==> src/rtl/unidad_control_pkg.sv <==
// Shared opcode/state enums, datapath encodings and the control-word struct
// used by the unidad_control slice.
package unidad_control_pkg;

  typedef enum logic [3:0] {
    OP_NOP  = 4'h0, OP_MOV = 4'h1, OP_ADD = 4'h2, OP_SUB = 4'h3,
    OP_AND  = 4'h4, OP_OR  = 4'h5, OP_XOR = 4'h6, OP_NOT = 4'h7,
    OP_SHL  = 4'h8, OP_SHR = 4'h9, OP_LDI = 4'hA, OP_LD  = 4'hB,
    OP_ST   = 4'hC, OP_BRZ = 4'hD, OP_BRN = 4'hE, OP_HALT = 4'hF
  } opcode_t;

  typedef enum logic [2:0] {
    S_FETCH, S_LOAD, S_EXEC, S_MEMW, S_HALT
  } state_t;

  localparam logic [3:0] G_A   = 4'b0000;
  localparam logic [3:0] G_ADD = 4'b0010;
  localparam logic [3:0] G_SUB = 4'b0101;
  localparam logic [3:0] G_AND = 4'b1000;
  localparam logic [3:0] G_OR  = 4'b1001;
  localparam logic [3:0] G_XOR = 4'b1010;
  localparam logic [3:0] G_NOT = 4'b1011;

  localparam logic [1:0] H_B   = 2'b00;
  localparam logic [1:0] H_SHR = 2'b01;
  localparam logic [1:0] H_SHL = 2'b10;

  localparam int OP_LSB  = 12;
  localparam int DR_LSB  = 10;
  localparam int SA_LSB  = 8;
  localparam int SB_LSB  = 6;
  localparam int IMM_LSB = 0;

  typedef struct packed {
    logic       instr_rd;
    logic [1:0] a_sel;
    logic [1:0] b_sel;
    logic [1:0] dest_sel;
    logic [1:0] h_sel;
    logic [3:0] g_sel;
    logic       mb_sel;
    logic       md_sel;
    logic       mf_sel;
    logic       load_en;
    logic       mem_rd;
    logic       mem_wr;
    logic [7:0] cons;
  } ctrl_word_t;

endpackage

==> src/rtl/unidad_control_ctrl_word_decode.sv <==
// Combinational decode of FSM state + IR into the datapath control word.
// Honours UNIDAD_CONTROL_BRANCH_EN for the BRZ/BRN operand select.
module ctrl_word_decode
  import unidad_control_pkg::*;
(
  input  state_t          state,
  input  logic [15:0]     ir,
  output ctrl_word_t      cw
);

  opcode_t    op;
  logic [1:0] dr, sa, sb;

  assign op = opcode_t'(ir[OP_LSB +: 4]);
  assign dr = ir[DR_LSB +: 2];
  assign sa = ir[SA_LSB +: 2];
  assign sb = ir[SB_LSB +: 2];

  always_comb begin
    cw = '0;
    case (state)
      S_FETCH: cw.instr_rd = 1'b1;
      S_EXEC: begin
        case (op)
          OP_MOV, OP_ADD, OP_SUB, OP_AND, OP_OR, OP_XOR, OP_NOT: begin
            cw.a_sel    = sa;
            cw.load_en  = 1'b1;
            cw.dest_sel = dr;
            if (op != OP_MOV && op != OP_NOT) cw.b_sel = sb;
            case (op)
              OP_ADD:  cw.g_sel = G_ADD;
              OP_SUB:  cw.g_sel = G_SUB;
              OP_AND:  cw.g_sel = G_AND;
              OP_OR:   cw.g_sel = G_OR;
              OP_XOR:  cw.g_sel = G_XOR;
              OP_NOT:  cw.g_sel = G_NOT;
              default: cw.g_sel = G_A;
            endcase
          end
          OP_SHL, OP_SHR: begin
            cw.b_sel    = sb;
            cw.mf_sel   = 1'b1;
            cw.h_sel    = (op == OP_SHL) ? H_SHL : H_SHR;
            cw.load_en  = 1'b1;
            cw.dest_sel = dr;
          end
          OP_LDI: begin
            // immediate enters on the B bus and passes the shifter unshifted
            cw.mb_sel   = 1'b1;
            cw.mf_sel   = 1'b1;
            cw.h_sel    = H_B;
            cw.cons     = ir[IMM_LSB +: 8];
            cw.load_en  = 1'b1;
            cw.dest_sel = dr;
          end
          OP_LD: begin
            cw.mem_rd = 1'b1;
            cw.a_sel  = sa;
          end
          OP_ST: begin
            cw.mem_wr = 1'b1;
            cw.a_sel  = sa;
            cw.b_sel  = sb;
          end
`ifdef UNIDAD_CONTROL_BRANCH_EN
          OP_BRZ, OP_BRN: begin
            cw.a_sel = sa;
            cw.g_sel = G_A;
          end
`endif
          default: ;
        endcase
      end
      S_MEMW: begin
        cw.md_sel   = 1'b1;
        cw.load_en  = 1'b1;
        cw.dest_sel = dr;
      end
      default: ;
    endcase
  end

endmodule

==> src/rtl/unidad_control.sv <==
// Hardwired FETCH/LOAD/EXEC(/MEMW) sequencer for the 4-register Procesador.
// Define UNIDAD_CONTROL_BRANCH_EN to enable BRZ/BRN; otherwise they act as NOP.
module unidad_control
  import unidad_control_pkg::*;
#(
  parameter int m = 8
) (
  input  logic         clk,
  input  logic         rst_n,
  output logic [m-1:0] instr_addr,
  output logic         instr_rd,
  input  logic [15:0]  instr_data,
  input  logic [3:0]   Tags,
  output logic [1:0]   A_sel,
  output logic [1:0]   B_sel,
  output logic [1:0]   Dest_sel,
  output logic [1:0]   H_sel,
  output logic [3:0]   G_sel,
  output logic         MB_sel,
  output logic         MD_sel,
  output logic         MF_sel,
  output logic         Load_en,
  output logic [m-1:0] Cons_IN,
  output logic         mem_rd,
  output logic         mem_wr,
  output logic         halted
);

  state_t       state_q, state_d;
  logic [m-1:0] pc_q, pc_d;
  logic [15:0]  ir_q, ir_d;
  opcode_t      op;
  ctrl_word_t   cw;
  logic         br_take;
  logic [m-1:0] br_off;
  logic         unused_tags;

  assign op = opcode_t'(ir_q[OP_LSB +: 4]);

`ifdef UNIDAD_CONTROL_BRANCH_EN
  assign br_take     = (op == OP_BRZ && Tags[0]) || (op == OP_BRN && Tags[1]);
  assign br_off      = {{(m-6){ir_q[5]}}, ir_q[5:0]};
  assign unused_tags = ^Tags[3:2];
`else
  assign br_take     = 1'b0;
  assign br_off      = '0;
  assign unused_tags = ^Tags;
`endif

  ctrl_word_decode u_dec (
    .state (state_q),
    .ir    (ir_q),
    .cw    (cw)
  );

  always_comb begin
    state_d = state_q;
    pc_d    = pc_q;
    ir_d    = ir_q;
    case (state_q)
      S_FETCH: state_d = S_LOAD;
      S_LOAD: begin
        ir_d    = instr_data;
        pc_d    = pc_q + m'(1);
        state_d = S_EXEC;
      end
      S_EXEC: begin
        state_d = S_FETCH;
        if (op == OP_LD)        state_d = S_MEMW;
        else if (op == OP_HALT) state_d = S_HALT;
        // PC already points past the branch, so the offset is relative to PC+1
        if (br_take) pc_d = pc_q + br_off;
      end
      S_MEMW:  state_d = S_FETCH;
      S_HALT:  state_d = S_HALT;
      default: state_d = S_FETCH;
    endcase
  end

  always_ff @(posedge clk) begin
    if (!rst_n) begin
      state_q <= S_FETCH;
      pc_q    <= '0;
      ir_q    <= '0;
    end else begin
      state_q <= state_d;
      pc_q    <= pc_d;
      ir_q    <= ir_d;
    end
  end

  // side-effecting strobes are gated so a reset mid-instruction never writes
  assign instr_rd   = cw.instr_rd & rst_n;
  assign Load_en    = cw.load_en  & rst_n;
  assign mem_rd     = cw.mem_rd   & rst_n;
  assign mem_wr     = cw.mem_wr   & rst_n;
  assign instr_addr = pc_q;
  assign A_sel      = cw.a_sel;
  assign B_sel      = cw.b_sel;
  assign Dest_sel   = cw.dest_sel;
  assign H_sel      = cw.h_sel;
  assign G_sel      = cw.g_sel;
  assign MB_sel     = cw.mb_sel;
  assign MD_sel     = cw.md_sel;
  assign MF_sel     = cw.mf_sel;
  assign Cons_IN    = m'(cw.cons);
  assign halted     = (state_q == S_HALT);

endmodule

==> config.mk <==
export PLATFORM = sky130hd
export DESIGN_NAME = unidad_control
export DESIGN_NICKNAME = d
export VERILOG_FILES = /design/src/rtl/unidad_control_pkg.sv /design/src/rtl/unidad_control_ctrl_word_decode.sv /design/src/rtl/unidad_control.sv
export SDC_FILE = /design/constraint.sdc
export NUM_CORES = 1
export LEC_CHECK = 0
export ABC_AREA = 0
export CAP_MARGIN = 15
export CORE_UTILIZATION = 42
export CTS_BUF_LIST = sky130_fd_sc_hd__clkbuf_4 sky130_fd_sc_hd__clkbuf_8
export CTS_CLUSTER_SIZE = 25
export DETAILED_ROUTE_END_ITERATION = 16
export PLACE_DENSITY = 0.81
export SLEW_MARGIN = 20
export SYNTH_ARGS = -nofsm -noshare
export SYNTH_HDL_FRONTEND = slang
export SYNTH_SLANG_ARGS = --single-unit
==> constraint.sdc <==
create_clock -name clk -period 2.3 [get_ports clk]
set_input_delay 0.69 -clock clk [delete_from_list [all_inputs] [get_ports clk]]
set_output_delay 0.69 -clock clk [all_outputs]
set_load 0.005 [all_outputs]
After elaboration in Yosys (flattened, before gate mapping)
Cells that the tools add are included.
{"block": "op_classes", "n_addsub": 1, "eq_ne": 19, "mux": 25, "bitwise": 4, "reduce_logical": 8}
{"op": "4-bit == test (second input constant)", "count": 6}
{"op": "4-bit case mux with 6 select lines", "count": 1}
{"op": "4-bit by 3-bit == test with 1-bit output (second input constant)", "count": 4}
{"op": "3-bit case mux with 4 select lines", "count": 1}
{"op": "10-bit 2-to-1 mux", "count": 1}
{"op": "2-bit 2-to-1 mux", "count": 5}
{"op": "10-bit OR reduction", "count": 1}
{"op": "9-bit OR reduction", "count": 1}
{"op": "8-bit by 1-bit adder with 8-bit output (second input constant)", "count": 1}
{"op": "4-bit by 2-bit == test with 1-bit output (second input constant)", "count": 2}
{"op": "1-bit 2-to-1 mux", "count": 8}
{"op": "4-bit 2-to-1 mux", "count": 2}
{"op": "8-bit 2-to-1 mux", "count": 1}
{"op": "2-bit case mux with 2 select lines", "count": 2}
{"op": "7-bit 2-to-1 mux", "count": 1}
{"op": "7-bit OR reduction", "count": 1}
{"op": "3-bit by 2-bit == test with 1-bit output (second input constant)", "count": 2}
{"op": "3-bit 2-to-1 mux", "count": 2}
{"op": "3-bit OR reduction", "count": 2}
{"op": "1-bit bitwise AND", "count": 4}
{"op": "4-bit by 1-bit == test with 1-bit output (second input constant)", "count": 1}
{"op": "4-bit by 1-bit != test with 1-bit output (second input constant)", "count": 1}
{"op": "4-bit by 3-bit != test with 1-bit output (second input constant)", "count": 1}
{"op": "3-bit by 1-bit == test with 1-bit output (second input constant)", "count": 1}
{"op": "other kinds (5)", "count": 5}
{"block": "totals", "register_bits": 27, "input_bits": 22, "out_inout_bits": 36, "elab_cells": 60}

Longest topological paths before layout
Gate-level depths: netlist of the first run.
{"block": "logic_depth", "word_depth": 5, "depth_mapped": 5, "mapped_depth_nobuf": 4}

Cells and area by module
A second synthesis of the first run with hierarchy kept.
{"block": "unflattened", "cells_unflattened": 182, "hier_area_um2": 1395.1}
{"mod": "unidad_control", "n_inst": 1, "cells_each": 127, "area_each_um2": 1062.3}
{"mod": "ctrl_word_decode", "n_inst": 1, "cells_each": 55, "area_each_um2": 332.8}

Least setup slack after synthesis of the first run
Ideal clock, no wire load.
{"block": "synth_timing", "kind": "flip-flop to output port", "from": "register state_q[1]", "to": "output H_sel[0]", "arrival_ps": 1501, "setup_slack_ps": 109, "stages_incl_launch_ff": 5, "n_path_buf": 1, "path_cell_list": "dfxtp_1 -> or3b_1 -> buf_6 -> or2_2 -> nor3b_1"}
{"block": "synth_between", "elab_chain_len": 2}
{"item": "from (decl)", "line": "unidad_control.sv:29", "rtl": "state_t state_q, state_d;"}
{"item": "from (signal assigned)", "line": "unidad_control.sv:86", "rtl": "state_q <= state_d;"}
{"item": "3-bit by 2-bit == test with 1-bit output", "line": "unidad_control_ctrl_word_decode.sv:21", "rtl": "case (state)"}
{"item": "7-bit 2-to-1 mux", "line": "unidad_control_ctrl_word_decode.sv:21"}
{"item": "to (decl)", "line": "unidad_control.sv:17", "rtl": "output logic [1:0] H_sel,"}
Every way passes these cells.

Worst setup path in the final report of the first run
{"block": "layout_timing", "from": "register state_q[0]", "to": "output Cons_IN[2]"}
{"block": "layout_between", "elab_chain_len": 2}
{"item": "3-bit by 2-bit == test with 1-bit output", "line": "unidad_control_ctrl_word_decode.sv:21"}
{"item": "10-bit 2-to-1 mux", "line": "unidad_control_ctrl_word_decode.sv:21"}
{"item": "to (decl)", "line": "unidad_control.sv:23", "rtl": "output logic [m-1:0] Cons_IN,"}
Every way passes these cells.

==> results_dict.tcl, run 1 <==
set metrics [dict create \
    synth-edff-count 0 \
    top_usage_layer "met2" \
    worstPathRequired_ns 1.61 \
    die-area_um2 3460 \
    rsz0062_at_grt "yes" \
    finalMaxSlewViolations 0 \
    wire_per_inst_um 12.8 \
    timing.final.crit_share_pct 114 \
    synth_common_cells "nand2_1, dfxtp_1, a21oi_1, and2_1, clkbuf_1" \
    pwr-share-clk_pct 21.6 \
    path_class "flip-flop to primary output" \
    coreArea_um2 3050 \
    grt_max_degree 25 \
    worstSetupEndpointType "primary output" \
    vias_per_cell 5.02 \
    place_congestion 0.807 \
    worstMarginPinSlew_ns 0.367 \
    met1_usage_pct 30.7 \
    yosysTopAreaCellShare_pct 39.9 \
    setup_viol 24 \
    postLayoutCoreUtil_pct 75.9 \
    met3_usage_pct 3.52 \
    yosysWarnings 0 \
    slowest_stage "or3b_4" \
    vdd_ir_drop_max_mv 0.343 \
    worstPathCellList "or3b_4 > nor4_4 > buf_4 > buf_6 > buf_6 > and2_4 > buf_6" \
    r2r_cells 5 \
    yosys_most_used_dff "dfxtp_1" \
    syn-num-nets 199 \
    drtAntennaViolNets 0 \
    vias 1515 \
    synth_largest_area_cell "dfxtp_1" \
    reg2reg_slack_ns 0.50 \
    place_ws_ns -0.501 \
    cts.reportedPaths.clkPinSlew_ns 0.13 \
    r2r-start "state_q[2]" \
    start_util_pct 44.4 \
    status "finished with violations" \
    worst_hold_path_type "flip-flop to flip-flop" \
    synth_area_um2 1360 \
    violations "negative setup slack" \
    antenna_found_initial 0 \
    async_flop_share_pct 0 \
    ys_types 36 \
    cts_root_buffer "clkbuf_4" \
    max_stage_delay_ns 0.44 \
    grt_pass1_vias 1292 \
    cp-start-kind "flip-flop" \
    hold_violations 0 \
    power_frac_seq_pct 55.1 \
    comb_power_share_pct 23.3 \
    drive_above_1_share_pct 37.6 \
    crit_top_cell "buf_6" \
    synth_area_leaders "dfxtp_1, nand2_1, a21oi_1, and2_1, nor3_1" \
    clock_latency_ns 0.32 \
    rows 20 \
    syn_inst 176 \
    io_pins 58 \
    p_sw_share_pct 28.4 \
    ctsHtreeMaxLevel 1 \
    nets 282 \
    cts_buffer_depth 2 \
    gr-total-overflow 0 \
    min_to "ir_q[10]" \
    min_path_cells 2 \
    path_delay_family "simple AND/OR/NAND/NOR gates" \
    layout_min_cycle_time_ns 2.61 \
    yosysSeqAreaShare_pct 39.9 \
    numClockSinks 27 \
    drc 0 \
    die_w_um 58.8 \
    hpwl_um 2310 \
    grt_pass1_wl_um 6070 \
    ctsHoldBuffers 0 \
    setup_slack_ns -0.312 \
    use_met2_pct 38.0 \
    syn_to_final_growth_pct 71.1 \
    cp_max_fo 6 \
    timing.fmax_mhz 383 \
    drt_wl_total_um 3870 \
    p_int_mw 0.671 \
    grt_usage_pct 23.4 \
    insertedDiodeCount 0 \
    cp-startpoint "state_q[0]" \
    cts_buffers 3 \
    cp_data_arrival_time_ns 1.92 \
    dieHeight_um 58.8 \
    synth.most_common_cell "nand2_1" \
    power_switching_mw 0.267 \
    drtIter0Drc 73 \
    synth-seq-cells 27 \
    drt_first_pass_iters 4 \
    slew-limit-headroom_pct 75.4 \
    power.leakage_nw 0.970 \
    syn_area_per_cell_um2 7.70 \
    cts_tree "built" \
    max-cap-violations 0 \
    crit_buf_inv 4 \
    io_buffers 53 \
    r2r-end "instr_addr[2]" \
    skew_ns 0.0137 \
    power-per-cell-area_nw_per_um2 405 \
    worst_hold_slack_ns 0.460 \
    min-delay-start "ir_q[10]" \
]
## layout by cell type (no fill, tap or decap), types with 3 or more instances in the layout
| cell | Yosys | routed |
|---|---|---|
| clkdlybuf4s50_1 | 0 | 24 |
| or4_1 | 3 | 3 |
| or3_1 | 4 | 4 |
| nor3_2 | 0 | 4 |
| nor3_1 | 8 | 3 |
| and2_1 | 12 | 3 |
| dfxtp_2 | 0 | 4 |
| o21ai_0 | 4 | 4 |
| nand2_1 | 36 | 36 |
| buf_6 | 1 | 21 |
| nand3_1 | 5 | 5 |
| buf_4 | 0 | 24 |
| dfxtp_1 | 27 | 23 |
| a21oi_1 | 26 | 24 |
| a21o_1 | 3 | 3 |
| inv_1 | 5 | 5 |
| nand2b_1 | 3 | 3 |
| clkbuf_4 | 0 | 3 |
| buf_2 | 1 | 16 |
| o31ai_1 | 3 | 3 |
| and2_4 | 0 | 9 |
## tightest hold or removal path, delay by kind of cell, from the launching register on
kind | cells | cell delay [ns]
AO/OA/AOI/OAI | 1 | 0.05
flip-flops | 1 | 0.33
AND/OR/NAND/NOR | 1 | 0.05
## power groups by stage
stage	Combinational [mW]	Sequential (mW)	Clock, mW
2_1_floorplan	0.0936	0.520	0
3_3_place_gp	0.179	0.523	0
3_5_place_dp	0.181	0.524	0
4_1_cts	0.208	0.515	0.207
5_1_grt	0.239	0.521	0.233
6_report	0.218	0.517	0.203
## registers in the layout, indices dropped and copies added, names as in the netlist
register,flops
ir_q,16
state_q,3
instr_addr,8
## layer usage
metal  vias up  part of all wire, %
met1       687                   43
met2        45                   52
met4         0                  1.4
met3         6                  3.8
li1        777                    -
met5         -                    0
## stage by stage
stage          TNS [ns]  total power, mW  area, um2  instances
2_1_floorplan         0            0.614       1360        176
6_report          -4.45            0.938       2320        302
4_1_cts           -5.08            0.930       2210        300
5_1_grt           -6.78            0.993       2320        302
3_3_place_gp      -6.39            0.702       2050        283
3_5_place_dp      -6.70            0.705       2050        283
## how the worst max path moves through the flow
stage	endpoint	slack [ns]	cells past startpoint
2_1_floorplan	H_sel[0]	0.11	4
3_3_place_gp	mem_rd	-0.46	4
3_5_place_dp	mem_rd	-0.50	4
4_1_cts	Cons_IN[4]	-0.38	7
5_1_grt	Cons_IN[2]	-0.41	7
6_report	Cons_IN[2]	-0.31	7
## kinds of logic after synthesis
family,share of synthesized area (%)
and+or+nand+nor,34.2
buffers and inverters,5.35
adders and majority gates,0.923
xor gates and xnor gates,0.646
AOI/OAI and AO/OA,19.0
DFF,39.9
## final cells by class
cell class | instances | area (um2)
inverters | 6 | 22.5
fillers | 254 | 734
clock inverters | 1 | 5.00
flip-flops and latches | 27 | 546
clock buffers | 3 | 22.5
multi-input cells | 132 | 888
well taps | 44 | 55.1
repair buffers | 89 | 779
## repair_timing
item / 4_1_cts / 5_1_grt
pin swaps: 14 / 6
endpoints found under the setup margin: 27 / 26
gates resized for setup: 140 / 24
setup buffers: 12 / 4
cloned: 1 / 0
endpoints found under the hold margin: 0 / 0
Power figures use the tool's default switching activity.
==> run 2: changes to the inputs <==
--- a/config.mk
+++ b/config.mk
@@ -11,7 +11,8 @@
 export CTS_BUF_LIST = sky130_fd_sc_hd__clkbuf_4 sky130_fd_sc_hd__clkbuf_8
 export CTS_CLUSTER_SIZE = 25
 export DETAILED_ROUTE_END_ITERATION = 16
-export PLACE_DENSITY = 0.81
+export PLACE_DENSITY = 0.8
+export REMOVE_ABC_BUFFERS = 1
 export SLEW_MARGIN = 20
 export SYNTH_ARGS = -nofsm -noshare
 export SYNTH_HDL_FRONTEND = slang
==> run 2 against run 1 <==
Register-to-register slack got worse by 0.05 ns. Worst setup slack gained 0.11 ns. Critical path type unchanged. Largest cell class unchanged. Flip-flop and latch count did not move. Maximum frequency rose by 4.2%. The run still ends with negative setup slack left. Die area is the same. Critical path depth is the same. Critical endpoint unchanged.
==> results_dict.tcl, run 2 (synthesis gave the netlist of run 1 again) <==
set metrics [dict create \
    vdd_ir_drop_max_mv 0.317 \
    final_cell_mix "nand2_1, buf_4, a21oi_1" \
    clock_latency_ns 0.32 \
    syn_to_final_growth_pct 67.5 \
    slew-limit-headroom_pct 69.2 \
    die_w_um 58.8 \
    crit_cells 7 \
    grt_pass1_wl_um 6170 \
    timing.final.crit_share_pct 109 \
    vias 1506 \
    drtIter0Drc 101 \
    cts.reportedPaths.clkPinSlew_ns 0.15 \
    drtAntennaViolNets 0 \
    endpoint "Cons_IN[2]" \
    io_buffers 53 \
    fillCellCount 232 \
    timing.fmax_mhz 399 \
    die-area_um2 3460 \
    cp_data_arrival_time_ns 1.82 \
    grt_pass1_vias 1366 \
    reg2reg_slack_ns 0.45 \
    r2r_cells 4 \
    rows 20 \
    cts_buffers 3 \
    largest_reg_flops 16 \
    path_delay_family "simple AND/OR/NAND/NOR gates" \
    r2r-end "instr_addr[6]" \
    place_congestion 0.831 \
    rsz0062_at_grt "yes" \
    max_stage_delay_ns 0.43 \
    drt_first_pass_iters 4 \
    p_int_mw 0.674 \
    path_class "flip-flop to primary output" \
    cts_tree "built" \
    crit_top_cell "buf_6" \
    power_switching_mw 0.266 \
    insertedDiodeCount 0 \
    pwr-share-clk_pct 21.6 \
    power-per-cell-area_nw_per_um2 414 \
    max-cap-violations 0 \
    ctsHtreeMaxLevel 1 \
    hold_violations 0 \
    setup_viol 23 \
    r2r-start "state_q[2]" \
    grt_usage_pct 23.0 \
    finalMaxSlewViolations 0 \
    hpwl_um 2390 \
    drt_wl_total_um 3820 \
    cp-startpoint "state_q[2]" \
    cp_max_fo 4 \
    drive_above_1_share_pct 35.8 \
    comb_power_share_pct 23.7 \
    layout_min_cycle_time_ns 2.51 \
    worstSetupEndpointType "primary output" \
    postLayoutCoreUtil_pct 74.3 \
    antenna_found_initial 0 \
    largest_register "ir_q" \
    worstMarginPinSlew_ns 0.463 \
    nets 281 \
    mostFrequentLayoutCell "nand2_1" \
    worst_hold_slack_ns 0.460 \
    ctsHoldBuffers 0 \
    io_pins 58 \
    worstPathRequired_ns 1.61 \
    slowest_stage "or3b_4" \
    start_util_pct 44.4 \
    crit_buf_inv 4 \
    gr-total-overflow 0 \
    cp-start-kind "flip-flop" \
    p_sw_share_pct 28.3 \
    power.leakage_nw 0.946 \
    worstPathCellList "or3b_4 > nor4_4 > buf_4 > buf_6 > buf_6 > and2_4 > buf_6" \
    power_frac_seq_pct 54.7 \
    coreArea_um2 3050 \
    worst_hold_path_type "flip-flop to flip-flop" \
    cts_root_buffer "clkbuf_4" \
    violations "negative setup slack" \
    skew_ns 0.0123 \
    status "finished with violations" \
    grt_max_degree 25 \
    dieHeight_um 58.8 \
    wire_per_inst_um 12.7 \
    vias_per_cell 5.00 \
    setup_slack_ns -0.206 \
    numClockSinks 27 \
    drc 0 \
    cts_buffer_depth 2 \
]
-- run 2: changes by cell type in the layout (fill, tap and decap cells not counted), sizes merged --
cell / delta
buf: -6
clkdlybuf4s15: +4
dlygate4sd2: +2
clkinv: -1
clkinvlp: +1
dlymetal6s2s: -1
-- run 2: layout make-up --
cell class | instances | area, um2 | share of cell area, %
Multi-Input combinational cell | 132 | 857 | 37.8
Timing Repair Buffer | 88 | 752 | 33.1
Sequential cell | 27 | 553 | 24.4
Tap cell | 44 | 55.1 | 2.43
Clock buffer | 3 | 22.5 | 0.992
Inverter | 6 | 22.5 | 0.992
Clock inverter | 1 | 7.51 | 0.331
-- run 2: per-stage QoR --
step           power, mW  setup slack, ns  instance area (um2)  setup TNS, ns  instances
2_1_floorplan      0.604            0.133                 1310              0        165
3_3_place_gp       0.711           -0.481                 2080          -6.33        287
3_5_place_dp       0.716           -0.445                 2080          -6.20        287
4_1_cts            0.935           -0.260                 2220          -3.37        302
5_1_grt            0.991           -0.284                 2270          -4.64        301
6_report           0.940           -0.206                 2270          -2.83        301
-- run 2: repair_timing --
action,CTS,global route
gates resized for setup,129,14
gates cloned,1,0
setup buffers,10,0
pin swaps,19,5
setup endpoints to repair,26,26
-- run 2: per-layer routing --
layer  GRT usage, %  vias to the layer above  share of wire, %
met5              0                        -                 0
met4           6.46                        0              0.71
met3           3.08                        4               4.0
met2           39.6                       36                49
met1           29.9                      695                46
li1               -                      771                 -
-- run 2: worst register-to-register path: stages (launching register included) --
cell	delay, ns
dfxtp_2	0.34
buf_4	0.14
or3b_1	0.59
or4_1	0.57
a21oi_1	0.15
-- run 2: worst min path at each step --
stage / from / end / depth (start not counted) / slack (ns)
3_3_place_gp: ir_q[3] / ir_q[3] / 2 / 0.44
2_1_floorplan: ir_q[0] / ir_q[0] / 2 / 0.43
3_5_place_dp: ir_q[1] / ir_q[1] / 2 / 0.44
5_1_grt: ir_q[5] / ir_q[5] / 2 / 0.48
4_1_cts: ir_q[1] / ir_q[1] / 2 / 0.46
6_report: ir_q[5] / ir_q[5] / 2 / 0.46
-- run 2: power by group through the flow --
| stage | logic (mW) | registers (mW) | clock network, mW |
|---|---|---|---|
| after global placement | 0.189 | 0.522 | 0 |
| after floorplan | 0.0766 | 0.527 | 0 |
| after detailed placement | 0.193 | 0.523 | 0 |
| final | 0.222 | 0.514 | 0.203 |
| after global routing | 0.242 | 0.519 | 0.230 |
| after CTS | 0.214 | 0.513 | 0.208 |
==> run 3: changes to the inputs <==
--- a/config.mk
+++ b/config.mk
@@ -7,11 +7,12 @@
 export LEC_CHECK = 0
 export ABC_AREA = 0
 export CAP_MARGIN = 15
-export CORE_UTILIZATION = 42
-export CTS_BUF_LIST = sky130_fd_sc_hd__clkbuf_4 sky130_fd_sc_hd__clkbuf_8
+export CORE_UTILIZATION = 43
+export CTS_BUF_LIST = sky130_fd_sc_hd__clkbuf_2 sky130_fd_sc_hd__clkbuf_4 sky130_fd_sc_hd__clkbuf_8
+export CTS_CLUSTER_DIAMETER = 200
 export CTS_CLUSTER_SIZE = 25
 export DETAILED_ROUTE_END_ITERATION = 16
-export PLACE_DENSITY = 0.8
+export PLACE_DENSITY = 0.81
 export REMOVE_ABC_BUFFERS = 1
 export SLEW_MARGIN = 20
 export SYNTH_ARGS = -nofsm -noshare
==> run 3 against run 2 <==
The run still ends with negative setup slack left. Critical path depth fell by 1. Routed wire length fell by 1.3%. Sequential power about the same. Global-route usage shrank 0.56 points. Cell count decreased by 0.33%. Die area is 2.2% lower. Flip-flop and latch count did not move.
==> results_dict.tcl, run 3 (synthesis gave the netlist of run 1 again) <==
set metrics [dict create \
    p_int_mw 0.684 \
    cts.reportedPaths.clkPinSlew_ns 0.14 \
    grt_pass1_wl_um 5980 \
    start_util_pct 44.8 \
    path_class "flip-flop to primary output" \
    fillCellCount 243 \
    grt_pass1_vias 1357 \
    hpwl_um 2360 \
    cts_buffers 3 \
    r2r_cells 4 \
    setup_slack_ns -0.250 \
    drive_above_1_share_pct 35.5 \
    setup_viol 25 \
    min-delay-start "ir_q[10]" \
    ctsHtreeMaxLevel 1 \
    tns_ns -4.12 \
    insertedDiodeCount 0 \
    die-area_um2 3380 \
    layout_min_cycle_time_ns 2.55 \
    mostFrequentLayoutCell "nand2_1" \
    dieHeight_um 58.1 \
    r2r-start "state_q[2]" \
    cts_tree "built" \
    power_switching_mw 0.263 \
    r2r-end "instr_addr[6]" \
    drtIter0Drc 40 \
    cts_buffer_depth 2 \
    min_to "ir_q[10]" \
    rsz0062_at_grt "yes" \
    violations "negative setup slack" \
    dr_wl_met2_um 2010 \
    worstSetupEndpointType "primary output" \
    wl_met3_um 181 \
    skew_ns 0.00368 \
    worstMarginPinSlew_ns 0.409 \
    vias_per_cell 4.98 \
    cp-start-kind "flip-flop" \
    vdd_ir_drop_max_mv 0.297 \
    ctsHoldBuffers 0 \
    p_sw_share_pct 27.8 \
    place_congestion 0.752 \
    power-per-cell-area_nw_per_um2 423 \
    numClockSinks 27 \
    gr-total-overflow 0 \
    power.leakage_nw 0.947 \
    antenna_found_initial 0 \
    min_path_cells 2 \
    coreArea_um2 3030 \
    cp_data_arrival_time_ns 1.86 \
    drc 0 \
    reg2reg_slack_ns 0.50 \
    cp_max_fo 4 \
    layout.cells.non_filler 300 \
    status "finished with violations" \
    vias 1494 \
    grt_usage_pct 22.4 \
    rows 20 \
    timing.final.crit_share_pct 111 \
    hold_violations 0 \
    placedCellCount 285 \
    nets 280 \
    clock_latency_ns 0.32 \
    worstPathRequired_ns 1.61 \
    drt_first_pass_iters 4 \
    io_pins 58 \
    power_frac_seq_pct 54.4 \
    cts_root_buffer "clkbuf_4" \
    regArea_um2 546 \
    syn_to_final_growth_pct 65.1 \
    die_w_um 58.1 \
    drt_wl_total_um 3770 \
    pwr-share-clk_pct 23.0 \
    multi_input_area_um2 851 \
    largest_reg_flops 16 \
    grt_max_degree 25 \
    p_total_mw 0.947 \
    slew-limit-headroom_pct 72.5 \
    comb_power_share_pct 22.5 \
    drtAntennaViolNets 0 \
    final_cell_mix "nand2_1, buf_4, a21oi_1, clkdlybuf4s50_1, dfxtp_1" \
    io_buffers 53 \
    largest_register "ir_q" \
    m1WireLength_um 1540 \
    timing.fmax_mhz 392 \
    wire_per_inst_um 12.6 \
    finalMaxSlewViolations 0 \
    top_layer "met4" \
    worst_hold_path_type "flip-flop to flip-flop" \
    max-cap-violations 0 \
]
-- run 3: through the flow --
step,util (%),hold WS [ns],setup slack [ns],cell area [um2]
2_1_floorplan,-,0.432,0.133,1310
3_3_place_gp,68.1,0.437,-0.461,2060
3_5_place_dp,68.1,0.442,-0.473,2060
4_1_cts,72.4,0.464,-0.307,2190
5_1_grt,73.9,0.486,-0.347,2240
6_report,73.9,0.462,-0.250,2240
-- run 3: final cells by class --
type	count	share of cell area (%)
Multi-Input combinational cell	132	38.0
Tap cell	44	2.46
Timing Repair Buffer	87	32.8
Inverter	6	1.01
Clock buffer	4	1.34
Sequential cell	27	24.4
-- run 3: what timing repair did --
action	4_1_cts	5_1_grt
endpoints found under the setup margin	26	27
buffers inserted	7	3
gates resized for setup	127	16
cloned	1	0
pin swaps	15	10
-- run 3: worst max path at each step --
stage,startpoint,to,slack [ns],depth (start not counted)
CTS,state_q[0],Cons_IN[3],-0.31,6
detailed placement,rst_n,mem_rd,-0.47,4
global placement,rst_n,mem_rd,-0.46,4
floorplan,state_q[1],H_sel[0],0.13,3
global route,state_q[2],Cons_IN[5],-0.35,6
finish,state_q[2],Cons_IN[5],-0.25,6
-- run 3: power groups by stage --
stage          Combinational [mW]  Sequential (mW)  Clock, mW
2_1_floorplan              0.0766            0.527          0
3_3_place_gp                0.185            0.522          0
3_5_place_dp                0.187            0.524          0
4_1_cts                     0.204            0.515      0.218
5_1_grt                     0.233            0.519      0.251
6_report                    0.214            0.515      0.218
-- run 3: routing by layer --
layer	vias up	track usage, %
met1	685	27.2
met3	6	4.02
met4	0	5.44
met5	-	0
met2	37	40.7
li1	766	-
-- run 3: critical path, cell delays in order (launching register included) --
cell and delay, ns:
dfxtp_2 0.34, or3b_4 0.43, nor4_4 0.27, buf_2 0.18, buf_6 0.10, and2_4 0.13, buf_6 0.08
